File: src/rtl/csa_pipe_nbits_if.sv
// Handshake and operand/result bundle for csa_pipe_nbits.
// Carries the ovf result only when CSA_OVF_EN is defined.
interface csa_pipe_nbits_if #(
  parameter int N = 32
);
  logic         in_valid;
  logic         in_ready;
  logic         sub;
  logic         cin;
  logic [N-1:0] a;
  logic [N-1:0] b;
  logic         out_valid;
  logic         out_ready;
  logic [N-1:0] s;
  logic         cout;
`ifdef CSA_OVF_EN
  logic         ovf;

  modport master (
    output in_valid, sub, cin, a, b, out_ready,
    input  in_ready, out_valid, s, cout, ovf
  );

  modport slave (
    input  in_valid, sub, cin, a, b, out_ready,
    output in_ready, out_valid, s, cout, ovf
  );
`else
  modport master (
    output in_valid, sub, cin, a, b, out_ready,
    input  in_ready, out_valid, s, cout
  );

  modport slave (
    input  in_valid, sub, cin, a, b, out_ready,
    output in_ready, out_valid, s, cout
  );
`endif
endinterface

File: src/rtl/csa_pipe_nbits.sv
// Pipelined carry-select adder/subtractor, one W=M*STAGE_BLKS bit slice per stage, global stall.
// Define CSA_OVF_EN to add the two's-complement overflow output.
module csa_pipe_nbits #(
  parameter int N          = 32,
  parameter int M          = 4,
  parameter int STAGE_BLKS = 2
) (
  input logic             clk,
  input logic             rst,
  csa_pipe_nbits_if.slave bus
);
  localparam int W = M * STAGE_BLKS;
  localparam int L = (W > 0) ? N / W : 1;

  if (M < 1 || STAGE_BLKS < 1 || N < W || (W > 0 && (N % W) != 0)) begin : g_param_check
    $error("csa_pipe_nbits: N must be a positive multiple of M*STAGE_BLKS");
  end

  logic en;

  // Per-stage inputs (from the previous stage register) and next-state values.
  logic         v_in [L];
  logic         c_in [L];
  logic [N-1:0] a_in [L];
  logic [N-1:0] b_in [L];
  logic [N-1:0] s_in [L];
  logic [N-1:0] s_nx [L];
  logic         c_nx [L];

  // Stage registers.
  logic         v_q [L];
  logic         c_q [L];
  logic [N-1:0] a_q [L];
  logic [N-1:0] b_q [L];
  logic [N-1:0] s_q [L];

  // One stall signal freezes every stage, so results never reorder or drop.
  assign en           = !bus.out_valid || bus.out_ready;
  assign bus.in_ready = en;

  for (genvar j = 0; j < L; j++) begin : g_stage
    localparam int LO = j * W;

    if (j == 0) begin : g_first
      always_comb begin
        v_in[j] = bus.in_valid;
        a_in[j] = bus.a;
        b_in[j] = bus.sub ? ~bus.b : bus.b;
        c_in[j] = bus.sub | bus.cin;
        s_in[j] = '0;
      end
    end else begin : g_next
      always_comb begin
        v_in[j] = v_q[j-1];
        a_in[j] = a_q[j-1];
        b_in[j] = b_q[j-1];
        c_in[j] = c_q[j-1];
        s_in[j] = s_q[j-1];
      end
    end

    // NOTE: every variable written here gets a value before any branch, so no latch is inferred.
    always_comb begin
      logic         c;
      logic [M:0]   r0;
      logic [M:0]   r1;
      int           lo;
      s_nx[j] = s_in[j];
      c       = c_in[j];
      r0      = '0;
      r1      = '0;
      lo      = LO;
      for (int k = 0; k < STAGE_BLKS; k++) begin
        lo = LO + k * M;
        if (j == 0 && k == 0) begin
          // The least significant block ripples; it sees the carry-in directly.
          for (int i = 0; i < M; i++) begin
            s_nx[j][lo+i] = a_in[j][lo+i] ^ b_in[j][lo+i] ^ c;
            c = (a_in[j][lo+i] & b_in[j][lo+i]) | (c & (a_in[j][lo+i] ^ b_in[j][lo+i]));
          end
        end else begin
          r0 = {1'b0, a_in[j][lo +: M]} + {1'b0, b_in[j][lo +: M]};
          r1 = {1'b0, a_in[j][lo +: M]} + {1'b0, b_in[j][lo +: M]} + (M+1)'(1);
          s_nx[j][lo +: M] = c ? r1[M-1:0] : r0[M-1:0];
          c = r0[M] | (r1[M] & c);
        end
      end
      c_nx[j] = c;
    end

    // NOTE: state updates use non-blocking assignment so every stage samples pre-edge values.
    always_ff @(posedge clk) begin
      if (rst) begin
        v_q[j] <= 1'b0;
        c_q[j] <= 1'b0;
        s_q[j] <= '0;
      end else if (en) begin
        v_q[j] <= v_in[j];
        c_q[j] <= c_nx[j];
        s_q[j] <= s_nx[j];
      end
    end

    if (j < L - 1) begin : g_operands
      // NOTE: operand registers are left unreset; the valid bits alone decide whether data matters.
      always_ff @(posedge clk) begin
        if (en) begin
          a_q[j] <= a_in[j];
          b_q[j] <= b_in[j];
        end
      end
    end
  end

  assign bus.out_valid = v_q[L-1];
  assign bus.s         = s_q[L-1];
  assign bus.cout      = c_q[L-1];

`ifdef CSA_OVF_EN
  logic ovf_q;

  // Sign bits ride along with the operands, so overflow resolves in the final stage.
  always_ff @(posedge clk) begin
    if (rst) begin
      ovf_q <= 1'b0;
    end else if (en) begin
      ovf_q <= (a_in[L-1][N-1] == b_in[L-1][N-1]) && (s_nx[L-1][N-1] != a_in[L-1][N-1]);
    end
  end

  assign bus.ovf = ovf_q;
`endif

endmodule

File: src/flat_wrapper.sv
// flat-port wrapper written by rule: the top's interface ports become plain ports
module csa_pipe_nbits_flat 
#(
  parameter int N          = 32,
  parameter int M          = 4,
  parameter int STAGE_BLKS = 2
)
  (clk, rst, bus_in_valid, bus_sub, bus_cin, bus_a, bus_b, bus_out_ready, bus_in_ready, bus_out_valid, bus_s, bus_cout);
  csa_pipe_nbits_if #(.N(N)) bus_i ();
  input logic clk;
  input logic rst;
  input wire logic [$bits(bus_i.in_valid)-1:0] bus_in_valid;
  input wire logic [$bits(bus_i.sub)-1:0] bus_sub;
  input wire logic [$bits(bus_i.cin)-1:0] bus_cin;
  input wire logic [$bits(bus_i.a)-1:0] bus_a;
  input wire logic [$bits(bus_i.b)-1:0] bus_b;
  input wire logic [$bits(bus_i.out_ready)-1:0] bus_out_ready;
  output wire logic [$bits(bus_i.in_ready)-1:0] bus_in_ready;
  output wire logic [$bits(bus_i.out_valid)-1:0] bus_out_valid;
  output wire logic [$bits(bus_i.s)-1:0] bus_s;
  output wire logic [$bits(bus_i.cout)-1:0] bus_cout;
  assign bus_i.in_valid = bus_in_valid;
  assign bus_i.sub = bus_sub;
  assign bus_i.cin = bus_cin;
  assign bus_i.a = bus_a;
  assign bus_i.b = bus_b;
  assign bus_i.out_ready = bus_out_ready;
  assign bus_in_ready = bus_i.in_ready;
  assign bus_out_valid = bus_i.out_valid;
  assign bus_s = bus_i.s;
  assign bus_cout = bus_i.cout;
  csa_pipe_nbits #(.N(N), .M(M), .STAGE_BLKS(STAGE_BLKS)) u_core (.clk(clk), .rst(rst), .bus(bus_i));
endmodule
File: config.mk
export PLATFORM = sky130hd
export DESIGN_NAME = csa_pipe_nbits_flat
export DESIGN_NICKNAME = d
export VERILOG_FILES = /design/src/rtl/csa_pipe_nbits_if.sv /design/src/rtl/csa_pipe_nbits.sv /design/src/flat_wrapper.sv
export SDC_FILE = /design/constraint.sdc
export NUM_CORES = 1
export LEC_CHECK = 0
export ABC_CLOCK_PERIOD_IN_PS = 6500
export CORE_MARGIN = 2
export CORE_UTILIZATION = 40
export DETAILED_ROUTE_END_ITERATION = 10
export SETUP_SLACK_MARGIN = 0.1
export SLEW_MARGIN = 30
export SYNTH_ARGS = -nofsm -noshare
export SYNTH_HDL_FRONTEND = slang
export SYNTH_SLANG_ARGS = --single-unit
File: constraint.sdc
create_clock -name clk -period 6.5 [get_ports clk]
set_input_delay 1.625 -clock clk [delete_from_list [all_inputs] [get_ports clk]]
set_output_delay 1.625 -clock clk [all_outputs]
set_load 0.02 [all_outputs]
==> results of run 1 <==
[worst max-delay path, stage by stage]
cell	delay, ps
clkdlybuf4s50_1	450
nand2b_4	260
clkdlybuf4s50_1	650
[state kept, by name (all words and copies together) (netlist names)]
signal      flops
u_core.b_q     48
u_core.c_q      4
u_core.s_q     80
u_core.a_q     48
u_core.v_q      4
[through the flow]
stage,instance area (sq um),cells,util,setup slack (ps)
after global routing,9880,902,0.507,1840
after detailed placement,9310,869,0.478,1870
after global placement,9260,867,0.476,1890
final,9880,902,0.507,1880
after CTS,9850,901,0.506,1870
after floorplan,7910,509,-,510
[kinds of logic (layout without fill, tap and decap cells)]
| kind of cell | Yosys count | count (layout) | synth area share |
|---|---|---|---|
| DFF | 184 | 184 | 0.698 |
| and+or+nand+nor | 121 | 121 | 0.0816 |
| xor gates and xnor gates | 60 | 60 | 0.0664 |
| AOI/OAI and AO/OA | 55 | 55 | 0.0454 |
| adders and majority gates | 47 | 47 | 0.0848 |
| buffers and inverters | 38 | 166 | 0.0183 |
| muxes | 4 | 4 | 0.00506 |
[power by group]
part,total [mW],switching (mW),internal [mW]
Combinational,0.468,0.239,0.229
Sequential,1.50,0.0415,1.46
Clock,0.937,0.414,0.523
[final timing paths]
path / from / to / depth (start not counted)
hold reg to reg: u_core.a_q[0][19] / u_core.a_q[0][51] / 0
setup reg to reg: u_core.b_q[0][48] / u_core.s_q[1][21] / 10
hold / removal: u_core.a_q[0][19] / u_core.a_q[0][51] / 0
setup / recovery: bus_out_ready / bus_in_ready / 3
[cell type report]
cell class,instances,area share
multi-input cells,287,0.229
repair buffers,110,0.114
well taps,265,0.0336
inverters,24,0.00912
flip-flops and latches,184,0.559
clock buffers,19,0.0438
clock inverters,13,0.0109
[cells in the final DEF (no fill, tap or decap), types with 10 or more instances in the layout]
cell,n
o21ai_0,10
fa_1,11
edfxtp_1,184
and2_1,53
nor2_1,32
clkdlybuf4s50_1,103
xor2_1,40
a21oi_1,24
xnor2_1,20
clkbuf_16,17
ha_1,36
inv_1,24
[per-layer routing]
metal  vias to the layer above  track usage  wire length, microns
li1                       2064            -                     -
met1                      2013        0.143                  4830
met2                        81        0.233                  6760
met3                        26       0.0325                   461
met4                         0       0.0557                   324
met5                         -            0                     0
==> summary.md, run 1 <==
| Metric | Value |
|---|---|
| Status | `completed` |
| DR vias/cell | `4.64` |
| Post-Route WL | `12400 microns` |
| Setup Crit Path Kind | `primary input to output pin` |
| Setup Fix Bufs, Post-CTS | `0` |
| First-pass GRT wire length | `20100 microns` |
| Leak pwr | `3.88 nW` |
| Core region area | `0.0195 sq mm` |
| F_max | `216 MHz` |
| Synthesized Nets | `626` |
| Gate Count Post-Synth | `509` |
| Via count | `4184` |
| Setup TNS | `0 ps` |
| Synth warn | `0` |
| RSZ-0062 raised after global routing | `no` |
| CTS Buf Count | `17` |
| Tcrit/Tclk final | `0.711` |
| Share of layout cells above drive strength 1 | `0.0628` |
| FF+latch area | `0.00553 sq mm` |
| Port Buffers | `104` |
| Crit-path max FO | `16` |
| Worst Tran Pin Value | `759 ps` |
| Post-detail-place hpwl | `8520 microns` |
| Worst Path Required | `4880 ps` |
| Reg clk slew, reported paths | `60 ps` |
| Area delta synth->final | `24.8%` |
| Overall power | `2.91 mW` |
| Die area | `0.0209 sq mm` |
| DR DRC count | `0` |
| EDFF count, synth | `184` |
| Largest net degree at the start of global routing | `86` |
| I/O Pins | `105` |
| Initial antenna violation count | `0` |
| Clock sink count | `184` |
| Total Nets Final | `741` |
| Most frequent cells after synthesis | `edfxtp_1, and2_1, xor2_1` |
| Hold/Removal Path Class | `register to register` |
| Area of the multi-input gates | `0.00226 sq mm` |
| Initial DRC Count | `229` |
| Ys flop type | `edfxtp_1` |
| Peak supply drop | `0.190 mV` |
| Post-layout min period | `4620 ps` |
| Crit end category | `output pin` |
| Max_slew headroom | `0.494` |
| # Max-Cap Violations | `0` |
| Total GRT Usage | `0.129` |
| Startpoint Class | `primary input` |
| Synth unique cells | `29` |
| Filler instances | `1624` |
| Hold Buf Count CTS | `0` |
| Depth of the CTS H-tree | `4` |
| Vias in the first global route | `4150` |
| Final setup vio count | `0` |
| DR pass1 iterations | `4` |
| Mean post-synth cell area | `15.5 sq um` |
| Clock buffer depth | `2` |
| Pwr/cell area | `295 mW/mm^2` |
| Post-CTS sizing | `0` |
| TritonCTS clock tree | `yes` |
| Worst hold slack | `419 ps` |
| Diodes inserted | `0` |
| R2r setup slk | `3670 ps` |
| Starting density of the core | `0.406` |
| WP data arrival | `3000 ps` |
| Post-route ant nets | `0` |
| Grt total ovfl | `0` |
| Die Wd | `145 microns` |
| Post-synthesis sequential area ratio | `0.698` |
| #FFs+latches synth | `184` |
| Synth top area cells | `edfxtp_1, ha_1, xor2_1` |
| Row count | `51` |
| Post-Syn Area | `0.00791 sq mm` |
| Die height | `145 microns` |
| Skew final | `7.13 ps` |
| Most common cell in the synthesized netlist | `edfxtp_1` |
| Count of pins over their slew limit | `0` |
| Fin. Hold Viols | `0` |
| GPL Wtd Cong | `0.748` |
| Clock Latency Late Sink | `420 ps` |
| WL/cell | `13.7 microns` |
| CTS root buffer | `clkbuf_16` |
| Post-synth top area cell | `edfxtp_1` |
| Yosys top cell area share | `0.698` |
| Post-synth ARST share | `0` |
No activity file was read; power rests on OpenSTA's default activity.
==> run 2, diff against run 1 <==
- ABC_CLOCK_PERIOD_IN_PS: 6500 -> 4000
- clock period: 6.5 -> 4 ns (I/O delays scaled with it)
==> run 2 against run 1 <==
  * Sequential power increased by 63%
  * First-iteration DRC count increased by 3.1%
  * Clock power is 80% higher
  * Largest cell class unchanged
  * Critical endpoint is now u_core.s_q[0][7]
  * Hold slack worse by 1.9 ps
  * Global-route usage up 0.39 points
  * Total power is 68% higher
==> summary.md, run 2 (same netlist as run 1, synthesis figures left out) <==
| Metric | Value |
|---|---|
| Die area | `0.0209 sq mm (unchanged)` |
| Skew final | `7.41 ps (was 7.13 ps)` |
| DR pass1 iterations | `4 (unchanged)` |
| Startpoint Class | `primary input (unchanged)` |
| Commonest cells after routing, fill and taps aside | `edfxtp_1, clkdlybuf4s50_1, and2_1, xor2_1, ha_1 (unchanged)` |
| Final instance area | `0.00992 sq mm (was 0.00988 sq mm)` |
| Pwr/cell area | `494 mW/mm^2 (was 295 mW/mm^2)` |
| Via count | `4169 (was 4184)` |
| Die height | `145 microns (unchanged)` |
| Metal3 WL | `440 microns (was 461 microns)` |
| Tcrit/Tclk final | `0.850` |
| Hold/Removal Path Class | `register to register (unchanged)` |
| Clock buffer depth | `2 (unchanged)` |
| GPL Wtd Cong | `0.808 (was 0.748)` |
| Regs by FF count | `u_core.s_q (80), u_core.a_q (48), u_core.b_q (48) (unchanged)` |
| CP top delay family | `adder cells (was buffers and inverters)` |
| Commonest non-fill, non-tap cell in the layout | `edfxtp_1 (unchanged)` |
| Worst Tran Pin Value | `708 ps (was 759 ps)` |
| CTS root buffer | `clkbuf_16 (unchanged)` |
| Post-Route WL | `12700 microns (was 12400 microns)` |
| Dpl cells | `873 (was 869)` |
| Number of flip-flops in the largest register | `80 (unchanged)` |
| Worst Path Required | `4170 ps (was 4880 ps)` |
| Peak per-stage delay on the critical path | `460 ps (was 650 ps)` |
| CP max stage cell | `fa_1 (was clkdlybuf4s50_1)` |
| # Max-Cap Violations | `0 (unchanged)` |
| Post-detail-place hpwl | `8840 microns (was 8520 microns)` |
| Post-layout min period | `3400 ps` |
| Reg clk slew, reported paths | `70 ps (was 60 ps)` |
| Row count | `51 (unchanged)` |
| F_max | `294 MHz` |
| Status | `completed (unchanged)` |
| Most flops, register | `u_core.s_q (unchanged)` |
| Port Buffers | `104 (unchanged)` |
| DP Area | `0.00932 sq mm (was 0.00931 sq mm)` |
| RSZ-0062 raised after global routing | `no (unchanged)` |
| DR vias/cell | `4.61 (was 4.64)` |
| Clock Latency Late Sink | `430 ps (was 420 ps)` |
| WP data arrival | `3580 ps (was 3000 ps)` |
| Diodes inserted | `0 (unchanged)` |
| Fin. Hold Viols | `0 (unchanged)` |
| Metal2 WL | `6770 microns (was 6760 microns)` |
| Total Nets Final | `744 (was 741)` |
| Crit-path max FO | `5 (was 16)` |
| Area delta synth->final | `25.4% (was 24.8%)` |
| Final setup vio count | `0 (unchanged)` |
| CP Cell Sequence | `clkdlybuf4s50_1, xnor2_1, fa_1, fa_1, inv_1, fa_1, inv_1, fa_1, nor3_1, xnor2_1, nor2_1 (was clkdlybuf4s50_1, nand2b_4, clkdlybuf4s50_1)` |
| Post-CTS sizing | `0 (unchanged)` |
| TritonCTS clock tree | `yes (unchanged)` |
| WL/cell | `14.1 microns (was 13.7 microns)` |
| Crit-path most repeated cell | `fa_1 (was clkdlybuf4s50_1)` |
| Depth of the CTS H-tree | `4 (unchanged)` |
| DR top layer | `met4 (unchanged)` |
| Count of pins over their slew limit | `0 (unchanged)` |
| Filler instances | `1624 (unchanged)` |
| Wl on met1 | `5250 microns (was 4830 microns)` |
| Crit end category | `register (was output pin)` |
| First-pass GRT wire length | `20700 microns (was 20100 microns)` |
| CTS Buf Count | `17 (unchanged)` |
| Max_slew headroom | `0.528 (was 0.494)` |
| Starting density of the core | `0.406 (unchanged)` |
| Hold Buf Count CTS | `0 (unchanged)` |
| Leak pwr | `3.92 nW (was 3.88 nW)` |
| Die Wd | `145 microns (unchanged)` |
| Final std cells w/o fill | `904 (was 902)` |
| Largest net degree at the start of global routing | `81 (was 86)` |
| Setup Crit Path Kind | `primary input to register (was primary input to output pin)` |
| Grt total ovfl | `0 (unchanged)` |
| Worst Path Buf+Inv | `3 (was 2)` |
| Peak supply drop | `0.323 mV (was 0.190 mV)` |
| Core region area | `0.0195 sq mm (unchanged)` |
| Setup Fix Bufs, Post-CTS | `0 (unchanged)` |
| I/O Pins | `105 (unchanged)` |
| DR DRC count | `0 (unchanged)` |
| Post-route ant nets | `0 (unchanged)` |
| Share of layout cells above drive strength 1 | `0.0736 (was 0.0628)` |
| Vias in the first global route | `4255 (was 4150)` |
| Initial DRC Count | `236 (was 229)` |
| Total GRT Usage | `0.133 (was 0.129)` |
| Clock sink count | `184 (unchanged)` |
| Setup TNS | `0 ps (unchanged)` |
| Initial antenna violation count | `0 (unchanged)` |
[run 2: worst paths after layout]
path                                        start           endpoint  slack [ps]  depth (start not counted)
worst min register to register  u_core.b_q[0][19]  u_core.b_q[0][51]         420                          0
worst max register to register  u_core.b_q[0][48]   u_core.c_q[1][0]        1230                         10
worst min-delay path            u_core.b_q[0][19]  u_core.b_q[0][51]         420                          0
worst max-delay path                     bus_b[0]   u_core.s_q[0][7]         600                         11
[run 2: final cells by class]
type                    instances  area (sq um)  share of cell area
inverters                      24          90.1             0.00908
clock buffers                  17           425              0.0429
repair buffers                113          1120               0.113
multi-input cells             287          2260               0.228
flip-flops and latches        184          5530               0.557
clock inverters                14           170              0.0172
well taps                     265           332              0.0334
[run 2: layer usage]
layer  GRT usage  vias to the layer above
met1       0.152                     1995
met3      0.0325                       20
met5           0                        -
met4      0.0552                        0
met2       0.237                       84
li1            -                     2070
[run 2: power by group]
group	internal, mW	switching [mW]	total [mW]	leakage [nW]
combinational	0.372	0.389	0.760	1.57
sequential	2.38	0.0681	2.44	2.06
clock	0.985	0.708	1.69	0.294
[run 2: per-stage QoR]
step                utilization  setup slack [ps]  total power, mW  hold WS [ps]
floorplan                     -               221             2.96           400
global placement          0.479               176             3.21           401
finish                    0.510               598             4.90           417
CTS                       0.510               587             4.94           417
detailed placement        0.479               131             3.25           405
global route              0.510               442             5.13           424
[run 2: worst register-to-register path, stage by stage, from the launching register on]
cell and delay [ps]:
edfxtp_1 370, ha_1 240, inv_1 90, fa_1 430, inv_1 80, ha_1 140, nand2_1 100, a311oi_1 300
o32ai_2 240, nand2b_1 200, o31ai_1 360
